File: config.mk
export PLATFORM = sky130hd
export DESIGN_NAME = prog_loader
export DESIGN_NICKNAME = d
export VERILOG_FILES = /design/src/rtl/prog_loader_pkg.sv /design/src/rtl/prog_loader.sv
export SDC_FILE = /design/constraint.sdc
export NUM_CORES = 1
export LEC_CHECK = 0
export ABC_AREA = 1
export CORE_ASPECT_RATIO = 1.5
export CORE_MARGIN = 5
export CORE_UTILIZATION = 49
export CTS_CLUSTER_SIZE = 40
export DETAILED_ROUTE_END_ITERATION = 16
export HOLD_SLACK_MARGIN = 0.08
export PLACE_DENSITY = 0.73
export SETUP_SLACK_MARGIN = 0.5
export SYNTH_ARGS = -nofsm -noshare
export SYNTH_HDL_FRONTEND = slang
export SYNTH_SLANG_ARGS = --single-unit
export TNS_END_PERCENT = 10
File: constraint.sdc
create_clock -name CLOCK_50 -period 3.1 [get_ports CLOCK_50]
set_input_delay 0.31 -clock CLOCK_50 [delete_from_list [all_inputs] [get_ports CLOCK_50]]
set_output_delay 0.31 -clock CLOCK_50 [all_outputs]
set_load 0.02 [all_outputs]
File: src/rtl/prog_loader_pkg.sv
// Constants shared between the boot loader and the pipelined core, plus the
// loader's state encoding.
package prog_loader_pkg;

    localparam int ADDR_W     = 7;
    localparam int DATA_W     = 16;
    localparam int MEM_DEPTH  = 128;
    localparam int START_ADDR = 8;   // core reset PC
    localparam int MAX_WORDS  = MEM_DEPTH - START_ADDR;

    typedef enum logic [2:0] {
        S_LEN_HI,
        S_LEN_LO,
        S_DATA_HI,
        S_DATA_LO,
        S_CHECK,
        S_DONE,
        S_ERR
    } state_t;

endpackage

File: src/rtl/prog_loader.sv
// Boot-time loader: parses a length-prefixed, XOR-checksummed byte stream into
// the core's memory at the reset PC and releases the core once it verifies.
module prog_loader
    import prog_loader_pkg::*;
(
    input  logic              CLOCK_50,
    input  logic              reset,
    input  logic [7:0]        rx_data,
    input  logic              rx_valid,
    output logic              rx_ready,
    input  logic              load_req,
    output logic              mem_we,
    output logic [ADDR_W-1:0] mem_addr,
    output logic [DATA_W-1:0] mem_wdata,
    output logic              core_run,
    output logic              busy,
    output logic              err
);

    state_t            state;
    logic [ADDR_W-1:0] idx;
    logic [ADDR_W-1:0] len;
    logic [7:0]        acc;
    logic [7:0]        hold;

    logic              accept;
    logic [15:0]       len_word;
    logic [ADDR_W-1:0] idx_next;

    assign rx_ready = (state != S_DONE) && (state != S_ERR);
    assign accept   = rx_valid && rx_ready;
    assign len_word = {hold, rx_data};
    assign idx_next = idx + ADDR_W'(1);

    // Status outputs are set alongside each state change so they track the
    // registered state without an extra decode stage.
    always_ff @(posedge CLOCK_50) begin
        if (reset) begin
            state     <= S_LEN_HI;
            idx       <= '0;
            len       <= '0;
            acc       <= '0;
            hold      <= '0;
            mem_we    <= 1'b0;
            mem_addr  <= '0;
            mem_wdata <= '0;
            core_run  <= 1'b0;
            err       <= 1'b0;
            busy      <= 1'b1;
        end else begin
            mem_we <= 1'b0;
            if (accept) begin
                acc <= acc ^ rx_data;
            end
            case (state)
                S_LEN_HI: begin
                    if (accept) begin
                        hold  <= rx_data;
                        state <= S_LEN_LO;
                    end
                end
                S_LEN_LO: begin
                    if (accept) begin
                        len <= len_word[ADDR_W-1:0];
                        if (len_word > 16'(MAX_WORDS)) begin
                            state <= S_ERR;
                            err   <= 1'b1;
                            busy  <= 1'b0;
                        end else if (len_word == '0) begin
                            state <= S_CHECK;
                        end else begin
                            state <= S_DATA_HI;
                        end
                    end
                end
                S_DATA_HI: begin
                    if (accept) begin
                        hold  <= rx_data;
                        state <= S_DATA_LO;
                    end
                end
                S_DATA_LO: begin
                    if (accept) begin
                        mem_we    <= 1'b1;
                        mem_addr  <= ADDR_W'(START_ADDR) + idx;
                        mem_wdata <= {hold, rx_data};
                        idx       <= idx_next;
                        state     <= (idx_next == len) ? S_CHECK : S_DATA_HI;
                    end
                end
                S_CHECK: begin
                    if (accept) begin
                        busy <= 1'b0;
                        if ((acc ^ rx_data) == '0) begin
                            state    <= S_DONE;
                            core_run <= 1'b1;
                        end else begin
                            state <= S_ERR;
                            err   <= 1'b1;
                        end
                    end
                end
                S_DONE, S_ERR: begin
                    if (load_req) begin
                        state    <= S_LEN_HI;
                        acc      <= '0;
                        idx      <= '0;
                        core_run <= 1'b0;
                        err      <= 1'b0;
                        busy     <= 1'b1;
                    end
                end
                default: state <= S_LEN_HI;
            endcase
        end
    end

endmodule

Yosys cells after proc, flatten, opt, wreduce, memory -nomap -nowiden --
Cells that the tools add are included.
Storage, ports and cells: logic and storage cells 85, memories kept 0, memory bits (writable) 0, bits in latches 0, ROM bits 0, register bits 60, input port bits 12
Operators by class: multipliers 0, equal/unequal tests 18, $add $sub $neg 2, div/mod/pow operators 0, mux-type cells 32, bitwise logic cells 2, shift operators 0, reductions and logical operators 19, $lt $le $gt $ge 1
Operators with widths (number):
- $mux 3 | 9
- $mux 8 | 3
- $ne 2x2->1 const B | 9
- $pmux 3 s6 | 1
- $gt 16x7->1 const B | 1
- $logic_not 16->1 | 1
- $mux 7 | 2
- $pmux 7 s2 | 1
- $mux 1 | 12
- $reduce_and 6->1 | 2
- $eq 3x3->1 const B | 3
- $logic_not 8->1 | 1
- $xor 8x8->8 | 1
- $add 4x7->7 const A | 1
- $add 7x1->7 const B | 1
- $eq 7x7->1 | 1
- $eq 3x2->1 const B | 2
- $ne 3x3->1 const B | 2
- $pmux 1 s3 | 2
- $reduce_and 2->1 | 3
- $reduce_or 2->1 | 3
- $reduce_and 5->1 | 1
- $reduce_and 4->1 | 1
- $reduce_bool 2->1 | 2
- other kinds (8) | 9

Logic depth before layout (Yosys ltp) --
word-level depth 6, mapped depth 14, mapped depth without buffers 14

Least setup slack after synthesis --
OpenSTA, ideal clock, no wires.
path type flip-flop to flip-flop, from reg idx[0], to reg state[1], path slack 1.610 ns, period minus slack after synthesis 1.490 ns, stages on the path, launching flop included 15, required time 2.969 ns, buffers on the path 0, library setup time 0.131 ns, arrival 1.359 ns, cell sequence dfxtp_1 -> ha_1 -> inv_1 -> nand2_1 -> nand2_1 -> nand2_1 -> nand2_1 -> nor2_1 -> nand3_1 -> nor2_2 -> nand2_1 -> nand2_1 -> nand2_1 -> nand2_1 -> a21oi_2
On the way: word-level cells in the longest chain between the ends 5
RTL lines:
- start: declaration | RTL line prog_loader.sv:21 | logic [ADDR_W-1:0] idx;
- start signal: assignment | RTL line prog_loader.sv:87 | idx <= idx_next;
- $add 7x1->7 | RTL line prog_loader.sv:33 | assign idx_next = idx + ADDR_W'(1);
- $eq 7x7->1 | RTL line prog_loader.sv:88 | state <= (idx_next == len) ? S_CHECK : S_DATA_HI;
- $mux 3 | RTL line prog_loader.sv:88
- $mux 3 | RTL line prog_loader.sv:83 | if (accept) begin
- $pmux 3 s6 | RTL line prog_loader.sv:55 | case (state)
- end signal: assignment | RTL line prog_loader.sv:88
- end: declaration | RTL line prog_loader.sv:20 | state_t state;
Every way passes these cells. The select of a mux whose other input is x is not followed. A chain may end at the register's enable or synchronous reset.

Worst setup path after layout --
from reg state[0], to out rx_ready
On the way: word-level cells in the longest chain between the ends 2, elaborated cells on any way between the ends 3
RTL lines:
- $ne 3x3->1 | RTL line prog_loader.sv:30 | assign rx_ready = (state != S_DONE) && (state != S_ERR);
- $logic_and 1x1->1 (*) | RTL line prog_loader.sv:30
- end: declaration | RTL line prog_loader.sv:10 | output logic rx_ready,
Every way passes the cells marked *; elsewhere a longest branch is shown, timed or not.

==> metrics.md <==
| Metric | Value |
|---|---|
| Area Growth Syn to Fin | `22.9%` |
| Number of warnings printed during yosys synthesis | `0` |
| Setup TNS | `0 ns` |
| Count of flip-flops with a built-in enable after synthesis | `0` |
| Clock Skews | `0.00755 ns` |
| RSZ-0062 raised after global routing | `false` |
| Internal Power | `1.31 mW` |
| Fraction of the core area covered by cells at the end of the flow | `61.2%` |
| Clock root buffer master | `sky130_fd_sc_hd__clkbuf_8` |
| Primary flip-flop cell chosen by synthesis mapping | `sky130_fd_sc_hd__dfxtp_1` |
| Initial antenna violation count | `0` |
| Vias in the first global route | `2393` |
| Proportion of power drawn by combinational gates | `12.6%` |
| Setup Buffers After CTS | `0` |
| Antenna violation net count after detailed routing | `0` |
| Main combinational cell family by area after synthesis | `simple AND/OR/NAND/NOR gates` |
| # port buffers | `39` |
| Global-route wire length before repair | `10800 um` |
| Tcrit/Tclk final | `63.2%` |
| Area fraction in compound gates after synthesis | `19.8%` |
| Layout net count | `422` |
| Routed WL per cell | `13.2 um` |
| Area contributors post-synth | `sky130_fd_sc_hd__dfxtp_1 (45%), sky130_fd_sc_hd__nand2_1 (12%), sky130_fd_sc_hd__a21oi_1 (9.5%)` |
| Maximum count of clock buffers along a single path | `2` |
| Worst IR Drop VDD | `411 uV` |
| Fraction of the yosys area taken by sequential cells | `44.9%` |
| CP Launch Type | `flip-flop` |
| CP Max Fanout | `5` |
| Basic-gate share of the synthesized area counting and, or, nand and nor cells | `23.4%` |
| Net count after synthesis | `383` |
| Die outline width | `70.3 um` |
| Max-slew violation count | `0` |
| Antenna diodes | `0` |
| Routability congestion estimate | `0.798` |
| Critical Path End | `rx_ready` |
| Max-cap violation count | `0` |
| CP top delay family | `buffers and inverters` |
| Cell area after layout | `3290 um^2` |
| Worst slack at placement | `1.00 ns` |
| Required time worst endpoint | `2.79 ns` |
| Sw power | `445 uW` |
| Peak per-stage delay on the critical path | `0.59 ns` |
| Post-CTS resize count | `0` |
| Clock buffer count from CTS | `9` |
| Pin count of the biggest net entering global routing | `39` |
| Most Frequent Cell on Critical Path | `sky130_fd_sc_hd__inv_2` |
| Power per unit of standard cell area | `533 nW/um^2` |
| Ratio of cells with drive above 1 in the final layout | `9.49%` |
| Timing-limited maximum frequency | `510 MHz` |
| Num Clock Sinks | `60` |
| Post-synthesis share of cell area spent on xor and xnor gates | `2.95%` |
| Grt ovf | `0` |
| Standard-cell row count | `33` |
| CP Class | `reg2out` |
| Detailed Routing Iterations Pass 1 | `4` |
| Number of levels in the clock H-tree | `3` |
| Pin slew with the least headroom to its limit | `0.790 ns` |
| Number of standard cells after synthesis | `369` |
| Leakage power total | `1.28 nW` |
| Clock slew seen by the registers of the worst setup and hold paths | `0.06 ns` |
| Starting Density | `49.8%` |
| Synth top area share | `44.9%` |
| Worst skew pair latency | `0.34 ns` |
| Min Hold Slack | `0.458 ns` |
| Final hold viol count | `0` |
| Bufs and invs on worst path | `3` |
| Die area | `7060 um^2` |
| Global Route Usage Sum | `19.2%` |
| Post-route setup slack | `1.14 ns` |
| Most area-hungry cell type in the Yosys netlist | `sky130_fd_sc_hd__dfxtp_1` |
| Avg Inst Size Synth | `7.25 um^2` |
| Async S/R FF share, synth | `0%` |
| Instance count on the critical path | `5` |
| Critical R2R Launch | `state[0]` |
| Adder-cell share of the synthesized area | `0.936%` |
| Worst Reg-to-Reg Cells | `6` |
| Via count | `2448` |
| Headroom to the max-slew limit | `47.2%` |
| Critical register-to-register path endpoint | `mem_addr[5]` |
| Height of the chip | `100 um` |
| Arrival time reported for the critical path endpoint | `1.65 ns` |
| Critical Path Sink Type | `output pin` |
| Non-filler instance count after layout | `481` |
| Beginning of the critical path | `state[0]` |
| Ratio of routed vias to standard cells | `5.09` |
| Proportion of synthesized area in mux cells | `0%` |
| Area of the core region | `5370 um^2` |
| Hold crit path type | `reg2reg` |
| Clock tree from TritonCTS | `built` |
| CTS Hold Bufs | `0` |
| Netlist Area Pre-Place | `2670 um^2` |
| Distinct cells, synth | `29` |
| Count of unresolved DRC violations after routing | `0` |
| Drt first-iter violations | `132` |
| Final setup vio count | `0` |
| Run status | `finished, final reports clean` |
| Number of top-level pins | `40` |
| Sequential share of power | `48.2%` |
| Reg2reg setup slack | `1.22 ns` |
| Share of total power consumed by net switching | `25.4%` |
| Worst path slowest cell | `sky130_fd_sc_hd__clkdlybuf4s50_1` |
| Total instance count after detailed placement | `467` |
| Seq cells post-synth | `60` |
| Final critical-path required period | `1.96 ns` |
| Clock network power share | `39.2%` |
| Post-Route WL | `6370 um` |
| Placed instance area | `3100 um^2` |
| Fill cell count | `528` |
| Post-layout power | `1.75 mW` |
| Cells traversed along the worst timing path | `nand2_1 -> inv_2 -> nor2_4 -> inv_2 -> clkdlybuf4s50_1` |
| HPWL after detailed placement | `4680 um` |
-- cell type report --
cell class	instances	area, um^2	share of cell area (%)
clock inverters	2	35.0	1.07
clock buffers	12	155	4.72
flip-flops and latches	60	1200	36.5
repair buffers	40	398	12.1
well taps	70	87.6	2.66
inverters	40	150	4.57
multi-input cells	257	1260	38.3
-- registers in the layout, indices dropped and copies added (netlist names) --
signal,count
mem_wdata,16
acc,8
hold,8
idx,7
len,7
mem_addr,7
state,3
busy,1
core_run,1
err,1
mem_we,1
-- worst min path at each step --
stage	depth (start not counted)	slack [ns]	end	start
floorplan	1	0.38	mem_wdata[15]	reset
global placement	2	0.45	busy	busy
global route	2	0.48	mem_wdata[13]	mem_wdata[13]
detailed placement	2	0.45	err	err
finish	2	0.46	err	err
CTS	2	0.46	err	err
-- power by group through the flow --
stage               Combinational, mW  Clock [mW]  Sequential, mW
finish                          0.220       0.687           0.844
global placement                0.216           0           0.860
global route                    0.250       0.726           0.849
detailed placement              0.220           0           0.860
floorplan                       0.145           0           0.863
CTS                             0.221       0.696           0.844
-- layer usage --
metal	global-route usage, %	vias up	wire length (um)
met3	3.19	20	194
met2	34.7	53	3420
met4	10.3	0	237
li1	-	1271	-
met1	21.2	1104	2520
met5	0	-	0
-- tightest hold or removal path, stage by stage, from the launching register on --
cell,delay (ns)
sky130_fd_sc_hd__dfxtp_1,0.31
sky130_fd_sc_hd__inv_1,0.05
sky130_fd_sc_hd__a21oi_1,0.06
-- kinds of logic after synthesis --
kind of cell	after synthesis
AND/OR/NAND/NOR	148
adder cells (fa/ha/maj)	2
AO/OA/AOI/OAI	98
buffers and inverters	52
flip-flops	60
XOR/XNOR	9
-- placed cells by master, fill, tap and decap left out, drive strengths merged --
cell	count
a32o	1
a31oi	2
o21ai	39
a21oi	52
bufinv	1
nand4	2
nor3	3
dfxtp	60
o211a	1
clkinv	1
ha	2
clkdlybuf4s50	39
clkbuf	12
o21a	3
xnor2	9
nand3	14
inv	40
buf	1
nand2	93
or2	1
nor2	35
-- cells in the mapped netlist, types with 3 or more instances --
cell and n:
sky130_fd_sc_hd__nand2_2 4, sky130_fd_sc_hd__nor2_1 29, sky130_fd_sc_hd__nor2_2 5, sky130_fd_sc_hd__inv_1 33, sky130_fd_sc_hd__inv_2 7, sky130_fd_sc_hd__dfxtp_1 60, sky130_fd_sc_hd__o21ai_2 4, sky130_fd_sc_hd__a21oi_1 51
sky130_fd_sc_hd__nand2_1 89, sky130_fd_sc_hd__nand3_1 12, sky130_fd_sc_hd__xnor2_1 9, sky130_fd_sc_hd__clkbuf_1 4, sky130_fd_sc_hd__nor3_1 3, sky130_fd_sc_hd__buf_2 5, sky130_fd_sc_hd__o21ai_1 3, sky130_fd_sc_hd__o21ai_0 32
sky130_fd_sc_hd__o21a_1 3
No activity file was read; power rests on OpenSTA's default activity.
